[config.mk]
export PLATFORM = sky130hd
export DESIGN_NAME = mips_multicycle_core
export DESIGN_NICKNAME = d
export VERILOG_FILES = /design/src/rtl/mips_multicycle_core.sv
export SDC_FILE = /design/constraint.sdc
export NUM_CORES = 2
export LEC_CHECK = 0
export CAP_MARGIN = 15
export CELL_PAD_IN_SITES_DETAIL_PLACEMENT = 1
export CELL_PAD_IN_SITES_GLOBAL_PLACEMENT = 2
export CORE_MARGIN = 5
export CORE_UTILIZATION = 46
export DETAILED_ROUTE_END_ITERATION = 7
export PLACE_DENSITY_LB_ADDON = 0.1
export SETUP_SLACK_MARGIN = 0.15
export SYNTH_ARGS = -nofsm -noshare
export SYNTH_HDL_FRONTEND = slang
export SYNTH_SLANG_ARGS = --single-unit
[constraint.sdc]
create_clock -name clk -period 13 [get_ports clk]
set_clock_uncertainty 0.05 [all_clocks]
set_input_delay 1.3 -clock clk [delete_from_list [all_inputs] [get_ports clk]]
set_output_delay 1.3 -clock clk [all_outputs]
set_load 0.05 [all_outputs]
[src/rtl/mips_multicycle_core.sv]
// Multicycle MIPS-subset core: six-state FSM over one shared
// ready-handshaked memory port, with a one-cycle retire strobe.
module mips_multicycle_core #(
   parameter logic [31:0] RESET_PC        = 32'h0000_0000,
   parameter bit          TRAP_ON_ILLEGAL = 1'b1
) (
   input  logic        clk,
   input  logic        rst_n,
   output logic        mem_req,
   output logic        mem_we,
   output logic [31:0] mem_addr,
   output logic [31:0] mem_wdata,
   input  logic [31:0] mem_rdata,
   input  logic        mem_ready,
   output logic        retire_valid,
   output logic [31:0] retire_pc,
   output logic [31:0] retire_instr,
   output logic        trapped
);

   typedef enum logic [2:0] {
      S_FETCH,
      S_DECODE,
      S_EXEC,
      S_MEM,
      S_WB,
      S_TRAP
   } state_t;

   state_t state, state_n;

   logic [31:0] pc, pc_n;
   logic [31:0] ipc, ipc_n;
   logic [31:0] ir, ir_n;
   logic [31:0] a, a_n;
   logic [31:0] b, b_n;
   logic [31:0] alu_out, alu_n;
   logic [31:0] mdr, mdr_n;

   logic        req_n, we_n, ret_n, trap_n;
   logic [31:0] addr_n, wdata_n, rpc_n, rinstr_n;

   logic [31:0] regs [32];
   logic        rf_we;
   logic [4:0]  rf_waddr;
   logic [31:0] rf_wdata;

   logic [5:0]  op, funct;
   logic [4:0]  rs, rt, rd;
   logic [31:0] simm, src_b, alu_res;
   logic [31:0] rs_val, rt_val, pc_br, pc_j;
   logic        is_r, is_lw, is_sw, is_beq, is_addi, is_j, legal;

   logic        go_fetch, do_retire;
   logic [31:0] fetch_pc;

   assign op    = ir[31:26];
   assign rs    = ir[25:21];
   assign rt    = ir[20:16];
   assign rd    = ir[15:11];
   assign funct = ir[5:0];
   assign simm  = {{16{ir[15]}}, ir[15:0]};

   assign rs_val = (rs == 5'd0) ? 32'd0 : regs[rs];
   assign rt_val = (rt == 5'd0) ? 32'd0 : regs[rt];
   assign pc_br  = pc + {simm[29:0], 2'b00};
   assign pc_j   = {pc[31:28], ir[25:0], 2'b00};

   always_comb begin
      is_r    = (op == 6'h00) &&
                (funct == 6'h20 || funct == 6'h22 ||
                 funct == 6'h24 || funct == 6'h25 ||
                 funct == 6'h2A);
      is_lw   = (op == 6'h23);
      is_sw   = (op == 6'h2B);
      is_beq  = (op == 6'h04);
      is_addi = (op == 6'h08);
      is_j    = (op == 6'h02);
      legal   = is_r | is_lw | is_sw | is_beq | is_addi | is_j;
   end

   always_comb begin
      src_b   = is_r ? b : simm;
      alu_res = a + src_b;
      if (is_r) begin
         case (funct)
            6'h22:   alu_res = a - b;
            6'h24:   alu_res = a & b;
            6'h25:   alu_res = a | b;
            6'h2A:   alu_res = {31'd0, $signed(a) < $signed(b)};
            default: alu_res = a + b;
         endcase
      end
   end

   always_comb begin
      state_n   = state;
      pc_n      = pc;
      ipc_n     = ipc;
      ir_n      = ir;
      a_n       = a;
      b_n       = b;
      alu_n     = alu_out;
      mdr_n     = mdr;
      req_n     = mem_req;
      we_n      = mem_we;
      addr_n    = mem_addr;
      wdata_n   = mem_wdata;
      ret_n     = 1'b0;
      rpc_n     = retire_pc;
      rinstr_n  = retire_instr;
      trap_n    = trapped;
      go_fetch  = 1'b0;
      do_retire = 1'b0;
      fetch_pc  = pc;
      rf_we     = 1'b0;
      rf_waddr  = is_r ? rd : rt;
      rf_wdata  = is_lw ? mdr : alu_out;

      case (state)
         S_FETCH: begin
            if (!mem_req) begin
               req_n  = 1'b1;
               we_n   = 1'b0;
               addr_n = pc;
            end else if (mem_ready) begin
               ir_n    = mem_rdata;
               ipc_n   = pc;
               pc_n    = pc + 32'd4;
               req_n   = 1'b0;
               state_n = S_DECODE;
            end
         end
         S_DECODE: begin
            a_n = rs_val;
            b_n = rt_val;
            if (is_j) begin
               pc_n      = pc_j;
               fetch_pc  = pc_j;
               go_fetch  = 1'b1;
               do_retire = 1'b1;
            end else if (!legal) begin
               if (TRAP_ON_ILLEGAL) begin
                  state_n = S_TRAP;
                  trap_n  = 1'b1;
               end else begin
                  go_fetch  = 1'b1;
                  do_retire = 1'b1;
               end
            end else begin
               state_n = S_EXEC;
            end
         end
         S_EXEC: begin
            alu_n = alu_res;
            if (is_beq) begin
               if (a == b) begin
                  pc_n     = pc_br;
                  fetch_pc = pc_br;
               end
               go_fetch  = 1'b1;
               do_retire = 1'b1;
            end else if (is_lw || is_sw) begin
               // alignment is resolved here so no bad address is issued
               if (alu_res[1:0] != 2'b00) begin
                  if (TRAP_ON_ILLEGAL) begin
                     state_n = S_TRAP;
                     trap_n  = 1'b1;
                  end else begin
                     go_fetch  = 1'b1;
                     do_retire = 1'b1;
                  end
               end else begin
                  state_n = S_MEM;
                  req_n   = 1'b1;
                  we_n    = is_sw;
                  addr_n  = alu_res;
                  wdata_n = b;
               end
            end else begin
               state_n = S_WB;
            end
         end
         S_MEM: begin
            if (mem_ready) begin
               if (is_sw) begin
                  go_fetch  = 1'b1;
                  do_retire = 1'b1;
               end else begin
                  mdr_n   = mem_rdata;
                  req_n   = 1'b0;
                  we_n    = 1'b0;
                  state_n = S_WB;
               end
            end
         end
         S_WB: begin
            rf_we     = 1'b1;
            go_fetch  = 1'b1;
            do_retire = 1'b1;
         end
         S_TRAP: begin
            req_n = 1'b0;
            we_n  = 1'b0;
         end
         default: begin
            state_n = S_FETCH;
         end
      endcase

      // next fetch is requested on the same edge to keep CPI minimal
      if (go_fetch) begin
         state_n = S_FETCH;
         req_n   = 1'b1;
         we_n    = 1'b0;
         addr_n  = fetch_pc;
      end
      if (do_retire) begin
         ret_n    = 1'b1;
         rpc_n    = ipc;
         rinstr_n = ir;
      end
   end

   always_ff @(posedge clk or negedge rst_n) begin
      if (!rst_n) begin
         state <= S_FETCH;
      end else begin
         state <= state_n;
      end
   end

   always_ff @(posedge clk or negedge rst_n) begin
      if (!rst_n) begin
         pc           <= RESET_PC;
         ipc          <= 32'd0;
         ir           <= 32'd0;
         a            <= 32'd0;
         b            <= 32'd0;
         alu_out      <= 32'd0;
         mdr          <= 32'd0;
         mem_req      <= 1'b0;
         mem_we       <= 1'b0;
         mem_addr     <= RESET_PC;
         mem_wdata    <= 32'd0;
         retire_valid <= 1'b0;
         retire_pc    <= 32'd0;
         retire_instr <= 32'd0;
         trapped      <= 1'b0;
      end else begin
         pc           <= pc_n;
         ipc          <= ipc_n;
         ir           <= ir_n;
         a            <= a_n;
         b            <= b_n;
         alu_out      <= alu_n;
         mdr          <= mdr_n;
         mem_req      <= req_n;
         mem_we       <= we_n;
         mem_addr     <= addr_n;
         mem_wdata    <= wdata_n;
         retire_valid <= ret_n;
         retire_pc    <= rpc_n;
         retire_instr <= rinstr_n;
         trapped      <= trap_n;
      end
   end

   always_ff @(posedge clk or negedge rst_n) begin
      if (!rst_n) begin
         for (int i = 0; i < 32; i++) begin
            regs[i] <= 32'd0;
         end
      end else if (rf_we && rf_waddr != 5'd0) begin
         regs[rf_waddr] <= rf_wdata;
      end
   end

endmodule

==> metrics.md <==
| Metric | Value |
|---|---|
| Setup TNS | `0 ns` |
| Setup violators final | `0` |
| Pwr dens | `256 nW/um2` |
| GRT Resource Usage Total | `0.327` |
| Synthesized Nets | `7200` |
| Actual slew at the worst max-slew pin | `1.19 ns` |
| Vias | `58998` |
| Initial antenna violation count | `9` |
| Synth Cell Area | `75600 um2` |
| Total leakage power | `0.0360 uW` |
| Setup Fix Bufs, Post-CTS | `0` |
| Post-synthesis register bit count | `1383` |
| Commonest non-fill, non-tap cell in the layout | `dfrtp_1` |
| DR top layer | `met5` |
| Synth Flop Type | `dfrtp_1` |
| Wirelength per Cell | `31.1 um` |
| GRT overflow | `0` |
| Hold Crit Start | `regs[998]` |
| FF-to-FF setup slack | `7.38 ns` |
| Row count | `148` |
| Clock transition at the registers of the reported paths | `0.06 ns` |
| Ports | `167` |
| RSZ-0062 raised after global routing | `false` |
| Clock root buffer | `clkbuf_16` |
| Critical path launch point type | `flop` |
| CTS Buf Count | `159` |
| Non-filler cells in the finished layout | `9134` |
| Sink Count | `1383` |
| Initial drt markers | `5473` |
| Worst Hold End | `regs[998]` |
| Final ANT Viol Nets | `0` |
| Routed met3 length | `17600 um` |
| WHS Path Cells | `0` |
| Drt total wl | `284000 um` |
| Number of cells in the design after placement | `8845` |
| Core footprint | `163000 um2` |
| Clock Path Buffers | `3` |
| Final HPWL DP | `181000 um` |
| Skew-Pair Late Insertion Delay | `0.82 ns` |
| Final hold violation count | `0` |
| Register Area | `34600 um2` |
| Crit path arrival time | `6.26 ns` |
| Residual DRC | `0` |
| Chip Width | `416 um` |
| Achievable Freq | `178 MHz` |
| Max-cap check violation count | `0` |
| DIE AREA | `173000 um2` |
| TritonRoute pass-1 iters | `6` |
| Initial core utilization | `0.464` |
| CP max FO | `44` |
| Wl on met1 | `121000 um` |
| Post-Syn Instances | `7004` |
| Reg with most FFs | `regs` |
| Vias per cell | `6.46` |
| Seq/Total Area, Yosys | `0.457` |
| VDD IR-drop max | `0.154 mV` |
| FFs w/ async S/R, synth | `1.00` |
| First-pass GRT wire length | `423000 um` |
| Worst slew margin | `0.208` |
| TritonCTS clock tree | `yes` |
| Final min period | `5.62 ns` |
| H-tree depth | `4` |
| Synth Warn # | `0` |
| Final Max Tran Viols | `0` |
| Mapped Avg Cell Area | `10.8 um2` |
| # nets final | `7029` |
| Largest net degree at the start of global routing | `169` |
| Met2 wire len | `134000 um` |
| Port Buffers | `166` |
| P&R area growth vs syn | `11.7%` |
| EDFF count, synth | `0` |
| Die H | `416 um` |
| Final GP Congestion | `0.939` |
| Critical path type | `flop to flop` |
| Worst R2R Start | `ir[4]` |
| Layout cell share with drive strength beyond 1 | `0.182` |
| Area of the multi-input gates | `38300 um2` |
| Worst R2R End | `mem_addr[30]` |
| Worst Hold Class | `flop to flop` |
| Fillers | `17011` |
| Post-synth cell types | `101` |
| Cts repair resizes | `0` |
| Layout Utilization | `0.518` |
| Outcome | `finished clean` |
| Max reg flops | `1024` |
| Hold buffer count at CTS | `0` |
| Leading cell types in the layout, fill and taps excluded | `dfrtp_1, nand2_1, a21oi_1, nor2_1, mux4_2` |
| Reg2reg path depth | `20` |
| Period utilization | `0.433` |
| Vias in the first global route | `61523` |
| Required time of the critical path | `13.64 ns` |
| Crit end category | `flop` |
-- synth_stat cells (9+ instances only) --
master / count / area, um2
a211oi_1: 23 / 173
a21o_1: 53 / 398
a21oi_1: 754 / 3770
a221o_1: 11 / 110
a221oi_1: 22 / 193
a222oi_1: 11 / 110
a22oi_1: 12 / 90.1
a31oi_1: 28 / 175
a41oi_1: 9 / 78.8
and3_1: 25 / 156
buf_1: 61 / 229
buf_2: 114 / 571
buf_4: 10 / 75.1
clkbuf_1: 458 / 1720
dfrtp_1: 1383 / 34600
ha_1: 157 / 1960
inv_1: 144 / 541
mux2_2: 94 / 1060
mux2i_1: 151 / 1510
mux4_2: 640 / 14400
nand2_1: 855 / 3210
nand2b_1: 27 / 169
nand3_1: 48 / 240
nand4_1: 16 / 100
nor2_1: 754 / 2830
nor2_4: 11 / 124
nor2b_1: 13 / 81.3
nor3_1: 47 / 235
nor4_1: 9 / 56.3
o211ai_1: 19 / 143
o21a_1: 20 / 150
o21ai_0: 553 / 2770
o21ai_1: 101 / 505
o21bai_1: 24 / 180
o22a_1: 13 / 114
o22ai_1: 93 / 582
o31a_1: 10 / 87.6
o31ai_1: 14 / 105
xnor2_1: 45 / 394
xor2_1: 20 / 175
-- cells by family after synthesis --
kind of cell / count (synthesis) / share of synthesized area
simple gates: 1863 / 0.101
mux: 887 / 0.225
flops: 1383 / 0.457
xor+xnor: 65 / 0.00753
fa+ha+maj: 161 / 0.0270
compound gates: 1854 / 0.140
buf+inv: 791 / 0.0418
-- layout make-up --
class / instances / area share
antenna: 5 / 0.000148
clock buffer: 225 / 0.0541
clock inverter: 57 / 0.00983
inverter: 146 / 0.00648
multi-input combinational: 4830 / 0.453
sequential: 1383 / 0.410
tap: 2175 / 0.0322
timing repair buffer: 313 / 0.0345
-- per-layer routing --
metal / global-route usage / up-vias
met5: 0 / -
met4: 0.121 / 6
met3: 0.0453 / 558
met2: 0.524 / 2094
met1: 0.457 / 31279
li1: - / 25061
-- metrics by stage --
stage	hold slack (ns)	power, uW	instance area (um2)	setup slack, ns
after floorplan	0.388	13400	75600	8.27
after global placement	0.326	16600	79100	7.48
after detailed placement	0.333	16900	79100	7.47
after CTS	0.346	21700	84500	7.43
after global routing	0.358	22700	84500	7.00
final	0.349	21600	84500	7.38
-- how the worst max path moves through the flow --
| stage | from | to | slack, ns | depth (start not counted) |
|---|---|---|---|---|
| floorplan | ir[29] | mem_addr[30] | 8.27 | 23 |
| global placement | ir[29] | mem_addr[30] | 7.48 | 20 |
| detailed placement | ir[29] | mem_addr[30] | 7.47 | 20 |
| CTS | ir[29] | mem_addr[30] | 7.43 | 20 |
| global route | ir[4] | mem_addr[30] | 7.00 | 20 |
| finish | ir[4] | mem_addr[30] | 7.38 | 20 |
-- worst max-delay path: stages, from the launching register on --
cell and delay (ns):
dfrtp_1 0.43, nand2b_1 0.37, nor3_1 0.25, nand3_1 0.15
or2_2 0.60, nand2_1 0.17, o21ai_0 0.10, ha_1 0.26
inv_1 0.08, fa_1 0.19, nand2b_1 0.15, a21oi_1 0.11
o31a_1 0.31, nor3_1 0.51, o21ai_0 0.31, a41oi_1 0.43
o21ai_0 0.23, o31a_1 0.29, xor2_1 0.18, o21ai_2 0.08
o31ai_1 0.23
-- power by group --
part           leakage (uW)  total [uW]  switching (uW)  internal [uW]
Combinational        0.0148        9920            5860           4060
Clock               0.00264        4710            1930           2770
Sequential           0.0186        7020            1460           5560
Total                0.0360       21600            9250          12400
No activity file was read; power rests on OpenSTA's default activity.
